==> src/rtl/link_partner_bridge.sv <==
// Remote link-cable partner: follows the Game Boy's serial clock in GB-master mode and generates
// the bit clock itself in GB-slave mode, exchanging whole bytes with a host over valid/ready.
//
// state  | meaning
// S_IDLE | waiting for SC armed (gb_start)
// S_MBIT | GB drives clock; shift on synchronised clock edges
// S_LOW  | we drive clock low; sample GB data on last cycle
// S_HIGH | we drive clock high; advance to next bit on last cycle
// S_GAP  | idle time after a generated byte so the CPU can re-arm SC
module link_partner_bridge #(
  parameter int CLK_DIV  = 511,
  parameter int TX_DEPTH = 4,
  parameter int GAP_CYC  = 1022
) (
  input  logic       clk,
  input  logic       rst,
  input  logic       gb_start,
  input  logic       gb_int_clock,
  input  logic       gb_clk_out,
  input  logic       gb_data_out,
  output logic       gb_clk_in,
  output logic       gb_data_in,
  input  logic [7:0] tx_data,
  input  logic       tx_valid,
  output logic       tx_ready,
  output logic [7:0] rx_data,
  output logic       rx_valid,
  input  logic       rx_ready,
  output logic       rx_ovf,
  input  logic       ovf_clr,
  output logic       busy
);

  localparam int CNT_MAX = (CLK_DIV > GAP_CYC) ? CLK_DIV : GAP_CYC;
  localparam int CW      = $clog2(CNT_MAX + 1);
  localparam int PW      = $clog2(TX_DEPTH);
  localparam logic [CW-1:0] DIV_LD = CW'(CLK_DIV);
  localparam logic [CW-1:0] GAP_LD = CW'(GAP_CYC - 1);
  localparam logic [PW:0]   DEPTH  = (PW + 1)'(TX_DEPTH);

  typedef enum logic [2:0] {S_IDLE, S_MBIT, S_LOW, S_HIGH, S_GAP} state_t;

  state_t        state_q, state_d;
  logic [1:0]    sync_q, sync_d;
  logic [CW-1:0] cnt_q, cnt_d;
  logic [3:0]    bitcnt_q, bitcnt_d;
  logic [7:0]    tx_shift_q, tx_shift_d;
  logic [7:0]    rx_shift_q, rx_shift_d;
  logic          clk_in_q, clk_in_d;
  logic          data_in_q, data_in_d;
  logic [7:0]    rx_data_q, rx_data_d;
  logic          rx_valid_q, rx_valid_d;
  logic          rx_ovf_q, rx_ovf_d;
  logic [PW-1:0] wr_ptr_q, wr_ptr_d;
  logic [PW-1:0] rd_ptr_q, rd_ptr_d;
  logic [PW:0]   count_q, count_d;
  logic [7:0]    mem_q [TX_DEPTH];

  logic          fifo_empty, push, pop, deliver, fall_seen, rise_seen;
  logic [7:0]    tx_head;
  logic [CW-1:0] cnt_dec;

  assign fifo_empty = (count_q == '0);
  assign tx_ready   = (count_q != DEPTH);
  assign tx_head    = fifo_empty ? 8'hFF : mem_q[rd_ptr_q];
  assign push       = tx_valid & tx_ready;
  assign fall_seen  = sync_q[1] & ~sync_q[0];
  assign rise_seen  = ~sync_q[1] & sync_q[0];
  assign cnt_dec    = (cnt_q == '0) ? '0 : cnt_q - 1'b1;

  always_comb begin
    state_d    = state_q;
    sync_d     = {sync_q[0], gb_clk_out};
    cnt_d      = cnt_q;
    bitcnt_d   = bitcnt_q;
    tx_shift_d = tx_shift_q;
    rx_shift_d = rx_shift_q;
    clk_in_d   = clk_in_q;
    data_in_d  = data_in_q;
    deliver    = 1'b0;

    case (state_q)
      S_IDLE: begin
        if (gb_start && gb_int_clock) begin
          state_d    = S_MBIT;
          tx_shift_d = tx_head;
          bitcnt_d   = '0;
          data_in_d  = tx_head[7];
        end else if (gb_start && !gb_int_clock && !fifo_empty) begin
          state_d    = S_LOW;
          tx_shift_d = tx_head;
          bitcnt_d   = '0;
          clk_in_d   = 1'b0;
          data_in_d  = tx_head[7];
          cnt_d      = DIV_LD;
        end
      end
      S_MBIT: begin
        // Completion is checked before abort so a byte finished just as SC clears is kept.
        if (bitcnt_q == 4'd8) begin
          deliver = 1'b1;
          state_d = S_IDLE;
        end else if (!gb_start || !gb_int_clock) begin
          state_d   = S_IDLE;
          clk_in_d  = 1'b1;
          data_in_d = 1'b1;
        end else begin
          if (fall_seen) data_in_d = tx_shift_q[7];
          if (rise_seen) begin
            rx_shift_d = {rx_shift_q[6:0], gb_data_out};
            tx_shift_d = {tx_shift_q[6:0], 1'b0};
            bitcnt_d   = bitcnt_q + 4'd1;
          end
        end
      end
      S_LOW: begin
        if (!gb_start || gb_int_clock) begin
          state_d   = S_IDLE;
          clk_in_d  = 1'b1;
          data_in_d = 1'b1;
        end else if (cnt_q == '0) begin
          rx_shift_d = {rx_shift_q[6:0], gb_data_out};
          clk_in_d   = 1'b1;
          cnt_d      = DIV_LD;
          state_d    = S_HIGH;
        end else begin
          cnt_d = cnt_dec;
        end
      end
      S_HIGH: begin
        if (!gb_start || gb_int_clock) begin
          state_d   = S_IDLE;
          clk_in_d  = 1'b1;
          data_in_d = 1'b1;
        end else if (cnt_q == '0) begin
          tx_shift_d = {tx_shift_q[6:0], 1'b0};
          bitcnt_d   = bitcnt_q + 4'd1;
          if (bitcnt_q == 4'd7) begin
            deliver = 1'b1;
            cnt_d   = GAP_LD;
            state_d = S_GAP;
          end else begin
            clk_in_d  = 1'b0;
            data_in_d = tx_shift_q[6];
            cnt_d     = DIV_LD;
            state_d   = S_LOW;
          end
        end else begin
          cnt_d = cnt_dec;
        end
      end
      S_GAP: begin
        if (cnt_q == '0) state_d = S_IDLE;
        else             cnt_d   = cnt_dec;
      end
      default: state_d = S_IDLE;
    endcase
  end

  assign pop = deliver & ~fifo_empty;

  always_comb begin
    rx_data_d  = rx_data_q;
    rx_valid_d = rx_valid_q;
    rx_ovf_d   = ovf_clr ? 1'b0 : rx_ovf_q;
    if (deliver) begin
      if (!rx_valid_q || rx_ready) begin
        rx_data_d  = rx_shift_q;
        rx_valid_d = 1'b1;
      end else begin
        rx_ovf_d = 1'b1;
      end
    end else if (rx_ready && rx_valid_q) begin
      rx_valid_d = 1'b0;
    end

    wr_ptr_d = push ? wr_ptr_q + 1'b1 : wr_ptr_q;
    rd_ptr_d = pop  ? rd_ptr_q + 1'b1 : rd_ptr_q;
    case ({push, pop})
      2'b10:   count_d = count_q + 1'b1;
      2'b01:   count_d = count_q - 1'b1;
      default: count_d = count_q;
    endcase
  end

  always_ff @(posedge clk) begin
    if (rst) begin
      state_q    <= S_IDLE;
      sync_q     <= 2'b11;
      cnt_q      <= '0;
      bitcnt_q   <= '0;
      tx_shift_q <= '0;
      rx_shift_q <= '0;
      clk_in_q   <= 1'b1;
      data_in_q  <= 1'b1;
      rx_data_q  <= '0;
      rx_valid_q <= 1'b0;
      rx_ovf_q   <= 1'b0;
      wr_ptr_q   <= '0;
      rd_ptr_q   <= '0;
      count_q    <= '0;
    end else begin
      state_q    <= state_d;
      sync_q     <= sync_d;
      cnt_q      <= cnt_d;
      bitcnt_q   <= bitcnt_d;
      tx_shift_q <= tx_shift_d;
      rx_shift_q <= rx_shift_d;
      clk_in_q   <= clk_in_d;
      data_in_q  <= data_in_d;
      rx_data_q  <= rx_data_d;
      rx_valid_q <= rx_valid_d;
      rx_ovf_q   <= rx_ovf_d;
      wr_ptr_q   <= wr_ptr_d;
      rd_ptr_q   <= rd_ptr_d;
      count_q    <= count_d;
    end
  end

  // Storage needs no reset; occupancy is tracked by count_q.
  always_ff @(posedge clk) begin
    if (push) mem_q[wr_ptr_q] <= tx_data;
  end

  assign gb_clk_in  = clk_in_q;
  assign gb_data_in = data_in_q;
  assign rx_data    = rx_data_q;
  assign rx_valid   = rx_valid_q;
  assign rx_ovf     = rx_ovf_q;
  assign busy       = (state_q != S_IDLE);

endmodule

==> config.mk <==
export PLATFORM = sky130hd
export DESIGN_NAME = link_partner_bridge
export DESIGN_NICKNAME = d
export VERILOG_FILES = /design/src/rtl/link_partner_bridge.sv
export SDC_FILE = /design/constraint.sdc
export NUM_CORES = 1
export LEC_CHECK = 0
export CAP_MARGIN = 20
export CELL_PAD_IN_SITES_DETAIL_PLACEMENT = 0
export CELL_PAD_IN_SITES_GLOBAL_PLACEMENT = 1
export CORE_UTILIZATION = 30
export DETAILED_ROUTE_END_ITERATION = 10
export HOLD_SLACK_MARGIN = 0.02
export PLACE_DENSITY = 0.66
export SLEW_MARGIN = 10
export SYNTH_ARGS = -nofsm -noshare
export SYNTH_HDL_FRONTEND = slang
export SYNTH_SLANG_ARGS = --single-unit
==> constraint.sdc <==
create_clock -name clk -period 6.8 [get_ports clk]
set_input_delay 1.36 -clock clk [delete_from_list [all_inputs] [get_ports clk]]
set_output_delay 1.36 -clock clk [all_outputs]
set_load 0.1 [all_outputs]
# After elaboration in Yosys (flattened, before gate mapping)
# Memories as Yosys holds them, arrays and structs flattened. A register that Yosys moved wholly into a read port is not among the register bits.
# Cells that the tools add are included.
[totals]
ram_bits = 32
ff_bits = 54
n_memories = 1
wordCells = 165
output_inout_bits = 14
in_bits = 17
[mem_list]
columns = ["memory", "words", "word_bits", "read_ports", "rd_ports_with_merged_regs", "wr", "line", "source"]
rows = [
  ["mem_q", 4, 8, 1, 1, 1, "57", "logic [7:0] mem_q [TX_DEPTH];"],
]
[op_classes]
add_sub_neg = 6
bitwise = 7
n_mux = 79
reduce_logical = 29
eq_ne = 29
[ops]
columns = ["operator", "count"]
rows = [
  ["two-way mux 8 bit", 13],
  ["two-way mux 10 bit", 8],
  ["case mux 10 bit (4 select lines)", 1],
  ["two-way mux 1 bit", 30],
  ["two-way mux 3 bit", 10],
  ["two-way mux 4 bit", 7],
  ["inequality test 2 bit, second input constant", 13],
  ["case mux 8 bit (3 select lines)", 1],
  ["inequality test 3 bit, second input constant", 7],
  ["case mux 8 bit (2 select lines)", 1],
  ["case mux 3 bit (5 select lines)", 1],
  ["AND reduction 7 bit", 2],
  ["case mux 4 bit (3 select lines)", 1],
  ["AND reduction 6 bit", 2],
  ["logical NOT 10 bit", 1],
  ["subtractor 10 x 1 -> 10 bit, second input constant", 1],
  ["case mux 1 bit (4 select lines)", 2],
  ["AND reduction 8 bit", 1],
  ["nonzero test 4 bit", 2],
  ["equality test 3 x 2 -> 1 bit, second input constant", 2],
  ["logical NOT 3 bit", 2],
  ["case mux 3 bit (2 select lines)", 1],
  ["nonzero test 2 bit", 3],
  ["nonzero test 3 bit", 2],
  ["20 further kinds", 36],
]

# Depth between registers and ports, before layout
# Gate-level depths: netlist of the first run.
[depth]
ltp_word = 8
mapped_depth = 12
depth_no_buf = 12

# Worst setup path before layout of the first run
# Ideal clock, no wire load.
[synth_path]
path_type = "input-to-reg"
from = "input port gb_int_clock"
to = "register count_q[2]"
required_ns = 6.730
cell_stages = 10
arrival_ns = 3.205
setup_ns = 0.070
n_path_buf = 0
slack_ns = 3.524
cell_sequence = "nand4bb_1 -> nor2_1 -> a21boi_1 -> nor2_1 -> ha_1 -> inv_1 -> fa_1 -> xor2_1 -> or3_1 -> a21oi_1"
[synth_between]
elab_chain_cells = 6
elab_cells_between_ends = 8
classes_between = "eq/ne: 2; mux: 3; bitwise: 1; reduce/logical: 2"
[synth_rtl]
columns = ["element", "line", "source"]
rows = [
  ["from (decl)", "18", "input logic gb_int_clock,"],
  ["logical OR 1 bit (*)", "131", "if (!gb_start || gb_int_clock) begin"],
  ["two-way mux 1 bit (*)", "131", ""],
  ["case mux 1 bit (2 select lines) (*)", "82", "case (state_q)"],
  ["AND 1 bit (*)", "160", "assign pop = deliver & ~fifo_empty;"],
  ["named net pop", "59", "logic fifo_empty, push, pop, deliver, fall_seen, rise_seen;"],
  ["equality test 2 x 1 -> 1 bit or equality test 2 bit (tied branches)", "179", "case ({push, pop})"],
  ["case mux 3 bit (2 select lines) or nonzero test 2 bit (tied branches)", "-", ""],
  ["to (signal assigned)", "216", "count_q <= count_d;"],
  ["to (decl)", "56", "logic [PW:0] count_q, count_d;"],
]
# The timed path passes the listed nets; every way through them passes the cells marked *.
# A chain may end at the register's enable or synchronous reset.

# Worst setup path in the final report of the first run
# Ends and elaborated chain as after synthesis.

==> results of run 1 <==
per-layer routing:
| metal | track usage | up-vias | share of wire |
|---|---|---|---|
| met3 | 0.0340 | 14 | 0.043 |
| li1 | - | 1525 | - |
| met1 | 0.180 | 1504 | 0.48 |
| met5 | 0 | - | 0 |
| met2 | 0.218 | 71 | 0.46 |
| met4 | 0.0427 | 0 | 0.014 |
critical path, cell delays in order:
cell and delay, ns:
clkdlybuf4s50_1 0.59, nand4bb_1 0.42, nor2_1 0.22, a21boi_1 0.22, nor2_1 0.16, ha_1 0.19
inv_1 0.06, fa_1 0.38, xor2_1 0.16, or3_1 0.31, a21oi_1 0.15
sequential cells by signal, indices dropped and copies added (netlist names), 3 cells and up, named ones only:
register    flops
bitcnt_q        4
cnt_q          10
count_q         3
mem_q          32
rx_data         8
rx_shift_q      8
state_q         3
tx_shift_q      8
layout by cell type, fill, tap and decap left out, types with 4 or more instances in the layout:
| cell | instances |
|---|---|
| dfxtp_1 | 56 |
| nand2_1 | 34 |
| edfxtp_1 | 32 |
| clkdlybuf4s50_1 | 30 |
| o21ai_0 | 27 |
| a21oi_1 | 25 |
| nor2_1 | 20 |
| or3_1 | 20 |
| mux2i_1 | 17 |
| inv_1 | 14 |
| nand3_1 | 10 |
| ha_1 | 9 |
| clkbuf_16 | 9 |
| nor3_1 | 8 |
| nor2b_1 | 8 |
| mux4_2 | 8 |
| and3_1 | 5 |
| nand4_1 | 5 |
| nand2b_1 | 4 |
| o21a_1 | 4 |
| nor3b_1 | 4 |
| o2bb2ai_1 | 4 |
| a311oi_1 | 4 |
Yosys cell counts (9+ instances only):
cell       n  area, µm²
clkbuf_1  19       71.3
nand3_1   10       50.1
nand2_1   34        128
o21ai_0   27        135
dfxtp_1   56       1120
a21oi_1   25        125
edfxtp_1  32        961
or3_1     20        125
mux2i_1   17        170
inv_1     14       52.6
nor2_1    20       75.1
ha_1       9        113
cells by family (layout without fill, tap and decap cells):
group / count (synthesis) / after routing / share of synthesized area
compound gates: 93 / 93 / 0.146
mux: 26 / 26 / 0.0878
fa+ha+maj: 10 / 10 / 0.0322
simple gates: 139 / 139 / 0.186
buf+inv: 37 / 65 / 0.0346
flops: 88 / 88 / 0.505
xor+xnor: 4 / 4 / 0.00851
worst paths after layout:
check          endpoint         start  cells after the start
max          count_q[2]  gb_int_clock                     11
min          rx_data[2]    rx_data[2]                      2
max reg2reg  count_q[2]      cnt_q[0]                     12
min reg2reg  rx_data[2]    rx_data[2]                      2
cell type report:
type | count | area [µm²] | area share
clock buffer | 9 | 225 | 0.0462
clock inverter | 7 | 67.6 | 0.0139
inverter | 15 | 56.3 | 0.0116
multi-input combinational | 272 | 1890 | 0.389
sequential | 88 | 2080 | 0.427
tap | 176 | 220 | 0.0452
timing repair buffer | 34 | 328 | 0.0673
per-stage QoR:
step | hold WS, ns | cell area, µm² | worst slack [ns] | utilization
5_1_grt | 0.475 | 4870 | 2.62 | 0.367
3_3_place_gp | 0.446 | 4570 | 2.64 | 0.344
4_1_cts | 0.466 | 4860 | 2.88 | 0.366
2_1_floorplan | 0.434 | 4120 | 3.52 | -
6_report | 0.461 | 4870 | 2.84 | 0.367
3_5_place_dp | 0.453 | 4570 | 2.53 | 0.344
power by group:
part           switching [mW]  leakage, nW  internal [mW]
Clock                   0.225        0.142          0.259
Sequential             0.0252        0.749          0.574
Combinational           0.131        0.743         0.0800
Total                   0.381         1.63          0.913
==> summary.md, run 1 <==
| Metric | Value |
|---|---|
| Status | `finished, final reports clean` |
| Post-synth net total | `424` |
| Pwr dens | `265 nW/µm²` |
| CTS H-tree depth | `3` |
| CORE AREA | `13,300 µm²` |
| Nature of the critical path startpoint | `input pin` |
| Max Transition Viols Final | `0` |
| Predominant post-synthesis flop cell | `dfxtp_1` |
| Max Clock Skew | `0.00807 ns` |
| ANT nets after route | `0` |
| Clock transition at path regs | `0.07 ns` |
| Die width | `119 µm` |
| Clock buffer depth | `2` |
| Number of buffers created by CTS | `9` |
| Layout cells sized above 1 | `0.0847` |
| Fin Setup TNS | `0 ns` |
| Minimum clock period | `3.96 ns` |
| DP Wirelength | `6330 µm` |
| Min-delay worst type | `flip-flop to flip-flop` |
| Final Non-Filler Cells | `601` |
| Wire length per cell | `15.5 µm` |
| Leakage | `1.63 nW` |
| Worst slew margin | `0.344` |
| Post-Syn Instances | `397` |
| Pre-antenna DRT Iters | `6` |
| Distinct cells, synth | `64` |
| Synthesis-stage register bit count | `88` |
| Final setup fails | `0` |
| Ant. Diodes | `0` |
| CTS Root Cell | `clkbuf_16` |
| Final Hold Viols | `0` |
| Layout area overhead | `18.3%` |
| VDD IR max | `0.179 mV` |
| Syn Area/Cell | `10.4 µm²` |
| Gpl congestion | `0.801` |
| Worst Path Arrival | `4.23 ns` |
| Initial Utilization | `0.310` |
| Initial antenna violation count | `0` |
| Crit Path Category | `input pin to flip-flop` |
| Post-synth EDFFs | `32` |
| Post-CTS sizing | `0` |
| CP Data Required Time | `7.07 ns` |
| Number of top-level pins | `31` |
| Final period util | `0.582` |
| Routed WL | `9330 µm` |
| Max Fanout on Critical Path | `9` |
| DR vias/cell | `5.18` |
| GR Overflow Total | `0` |
| Synth async-reset ratio | `0` |
| IO buf count | `30` |
| Vias in the first global route | `2,947` |
| Total Nets Final | `447` |
| Measured slew at the worst slew-check pin | `0.983 ns` |
| Inst Count DP | `583` |
| GRT Util Overall | `0.136` |
| Clk sinks | `88` |
| Die height | `119 µm` |
| Pwr Total | `1.29 mW` |
| Area of the mapped netlist | `4120 µm²` |
| Critical path endpoint category | `flip-flop` |
| F_max | `253 MHz` |
| Share of the yosys chip area belonging to registers | `0.505` |
| Yosys warns | `0` |
| Postcts setup bufs | `0` |
| DRT iter0 DRCs | `244` |
| FP Rows | `42` |
| Post-route DRC | `0` |
| Via Count | `3,114` |
| First-pass GRT wire length | `15,200 µm` |
| Max-cap violations | `0` |
| Largest net degree at the start of global routing | `37` |
| Worst-skew pair later-pin latency | `0.34 ns` |
| Die area | `14,200 µm²` |
| Fill count | `1,317` |
| TritonCTS clock tree | `yes` |
| RSZ-0062 raised after global routing | `no` |
| R2R Setup Slk | `3.52 ns` |
| # hold bufs at CTS | `0` |
No activity file was read; power rests on OpenSTA's default activity.
==> run 2, diff against run 1 <==
==> constraint.sdc (replaced) <==
create_clock -name clk -period 3.83 [get_ports clk]
set_input_delay 0.766 -clock clk [delete_from_list [all_inputs] [get_ports clk]]
set_output_delay 0.766 -clock clk [all_outputs]
set_load 0.1 [all_outputs]
==> run 2 against run 1 <==
Clock power rose by 100%. Sequential cell count did not move. Critical path type unchanged. Routed wire length fell by 1.2%. Register-to-register slack got worse by 2.8 ns. Total power rose by 87%. Largest cell class unchanged.
==> summary.md, run 2 (synthesized netlist as in run 1, its figures left out) <==
| Metric | Value |
|---|---|
| Commonest non-fill, non-tap cell in the layout | `dfxtp_1 (unchanged)` |
| Final core occ | `0.372 (was 0.367)` |
| # hold bufs at CTS | `0 (unchanged)` |
| Biggest register | `mem_q (unchanged)` |
| Largest net degree at the start of global routing | `36 (was 37)` |
| Vias in the first global route | `3,026 (was 2,947)` |
| Top Registers | `mem_q (32), cnt_q (10) (unchanged)` |
| Die area | `14,200 µm² (unchanged)` |
| ANT nets after route | `0 (unchanged)` |
| Ant. Diodes | `0 (unchanged)` |
| Clock transition at path regs | `0.07 ns (about the same)` |
| Reg2reg end | `count_q[2] (unchanged)` |
| Worst Path Arrival | `3.39 ns (was 4.23 ns)` |
| Clk pwr share | `0.402 (was 0.374)` |
| Nature of the critical path startpoint | `input pin (unchanged)` |
| Routed wl met2 | `4340 µm (was 4300 µm)` |
| Final Hold Viols | `0 (unchanged)` |
| Worst path buffer plus inverter count | `2 (unchanged)` |
| Post-route DRC | `0 (unchanged)` |
| Min-delay worst type | `flip-flop to flip-flop (unchanged)` |
| First-pass GRT wire length | `15,400 µm (was 15,200 µm)` |
| R2R Setup Slk | `0.75 ns (was 3.52 ns)` |
| Initial Utilization | `0.310 (unchanged)` |
| Die width | `119 µm (unchanged)` |
| CP Data Required Time | `4.10 ns (was 7.07 ns)` |
| Layout cells sized above 1 | `0.100 (was 0.0847)` |
| Pre-antenna DRT Iters | `4 (was 6)` |
| Int Power | `1.75 mW (was 0.913 mW)` |
| Clk sinks | `88 (unchanged)` |
| CORE AREA | `13,300 µm² (unchanged)` |
| Fin Setup TNS | `0 ns (unchanged)` |
| Delay-heaviest family, CP | `simple AND/OR/NAND/NOR gates (unchanged)` |
| FP Rows | `42 (unchanged)` |
| DR vias/cell | `5.12 (was 5.18)` |
| Wire length per cell | `15.2 µm (was 15.5 µm)` |
| Max FFs per register | `32 (unchanged)` |
| Worst-skew pair later-pin latency | `0.34 ns (about the same)` |
| Status | `finished, final reports clean (unchanged)` |
| Number of top-level pins | `31 (unchanged)` |
| Most frequent cells in the layout | `dfxtp_1, nand2_1, edfxtp_1, clkdlybuf4s50_1, o21ai_0 (unchanged)` |
| Post-CTS sizing | `0 (unchanged)` |
| Gpl congestion | `0.844 (was 0.801)` |
| Layout area overhead | `20.2% (was 18.3%)` |
| WL met3 | `337 µm (was 399 µm)` |
| Hold Path End | `rx_data[6] (was rx_data[2])` |
| Top sig layer | `met4 (unchanged)` |
| Final period util | `0.815` |
| VDD IR max | `0.252 mV (was 0.179 mV)` |
| Initial antenna violation count | `0 (unchanged)` |
| Max Fanout on Critical Path | `9 (unchanged)` |
| Routed WL | `9210 µm (was 9330 µm)` |
| Crit-path cells | `clkdlybuf4s50_1 > nand4bb_1 > nor2_1 > a21boi_1 > nor2_1 > ha_1 > inv_1 > fa_1 > xor2_1 > or3_1 > a21oi_1 (unchanged)` |
| Clock buffer depth | `2 (unchanged)` |
| Postcts setup bufs | `0 (unchanged)` |
| Hold Crit Depth | `2 (unchanged)` |
| Number of buffers created by CTS | `9 (unchanged)` |
| Register share of total power | `0.439 (was 0.463)` |
| Sw Ratio | `0.276 (was 0.294)` |
| Total Nets Final | `452 (was 447)` |
| Comb pwr share | `0.159 (was 0.163)` |
| M1 WL | `4400 µm (was 4490 µm)` |
| CTS H-tree depth | `3 (unchanged)` |
| Cell mode on critical path | `nor2_1 (unchanged)` |
| Critical path endpoint category | `flip-flop (unchanged)` |
| Max Transition Viols Final | `0 (unchanged)` |
| F_max | `320 MHz` |
| DP Wirelength | `6260 µm (was 6330 µm)` |
| RSZ-0062 raised after global routing | `no (unchanged)` |
| Dpl ws | `0.437 ns (was 2.53 ns)` |
| GRT Util Overall | `0.139 (was 0.136)` |
| Reg2Reg Depth | `13 (was 12)` |
| CTS Root Cell | `clkbuf_16 (unchanged)` |
| GR Overflow Total | `0 (unchanged)` |
| Crit-path max cell delay | `0.64 ns (was 0.59 ns)` |
| R2r startpoint | `cnt_q[0] (unchanged)` |
| Max Clock Skew | `0.00579 ns (was 0.00807 ns)` |
| Measured slew at the worst slew-check pin | `0.975 ns (was 0.983 ns)` |
| Switching power | `0.668 mW (was 0.381 mW)` |
| Pwr dens | `489 nW/µm² (was 265 nW/µm²)` |
| Minimum clock period | `3.12 ns` |
| Hold slack | `0.453 ns (was 0.461 ns)` |
| Max-cap violations | `0 (unchanged)` |
| Crit Path Category | `input pin to flip-flop (unchanged)` |
| TritonCTS clock tree | `yes (unchanged)` |
| Leakage | `1.68 nW (was 1.63 nW)` |
| IO buf count | `30 (unchanged)` |
| Origin of the worst min-delay path | `rx_data[6] (was rx_data[2])` |
| Slowest CP cell | `clkdlybuf4s50_1 (unchanged)` |
| DRT iter0 DRCs | `190 (was 244)` |
| Final setup fails | `0 (unchanged)` |
| Via Count | `3,104 (was 3,114)` |
| Setup slack after layout | `0.709 ns (was 2.84 ns)` |
| Die height | `119 µm (unchanged)` |
| Pwr Total | `2.42 mW (was 1.29 mW)` |
| Worst slew margin | `0.348 (was 0.344)` |
-- run 2: cell types whose count changed in the layout (fill, tap and decap cells not counted), sizes merged --
cell,before,now
clkinvlp,1,0
clkdlybuf4s50,30,28
clkinv,2,3
buf,3,11
inv,19,17
bufinv,0,2
clkbuf,10,9
-- run 2: per-stage QoR --
step	std cells	instance area [µm²]
floorplan	397	4120
global route	606	4950
detailed placement	589	4610
finish	606	4950
global placement	589	4610
CTS	605	4940
-- run 2: layout make-up --
cell class | instances | area [µm²]
Timing Repair Buffer | 39 | 363
Sequential cell | 88 | 2080
Multi-Input combinational cell | 272 | 1890
Clock inverter | 7 | 111
Tap cell | 176 | 220
Clock buffer | 9 | 225
Inverter | 15 | 56.3
Fill cell | 1317 | 8340
-- run 2: power groups by stage --
| stage | Combinational, mW | Sequential [mW] | Clock (mW) |
|---|---|---|---|
| 2_1_floorplan | 0.267 | 1.08 | 0 |
| 6_report | 0.384 | 1.06 | 0.974 |
| 4_1_cts | 0.384 | 1.06 | 1.00 |
| 3_3_place_gp | 0.378 | 1.08 | 0 |
| 3_5_place_dp | 0.382 | 1.08 | 0 |
| 5_1_grt | 0.428 | 1.07 | 1.04 |
-- run 2: worst max-delay path by stage --
stage	start	to	slack, ns	depth (start not counted)
detailed placement	gb_start	count_q[2]	0.44	11
global route	gb_start	count_q[2]	0.57	11
floorplan	count_q[0]	count_q[2]	0.79	10
global placement	gb_start	count_q[2]	0.50	11
finish	gb_start	count_q[2]	0.71	11
CTS	cnt_q[0]	count_q[2]	0.74	13
-- run 2: layer usage --
metal  up-vias  track usage
met5         -            0
met4         0       0.0459
met3        14       0.0321
met2        57        0.225
met1      1500        0.181
li1       1533            -
-- run 2: worst min-delay path: cells and delay by family, from the launching register on --
kind / cells / cell delay (ns)
AND/OR/NAND/NOR: 1 / 0.05
multiplexers: 1 / 0.05
flip-flops: 1 / 0.31
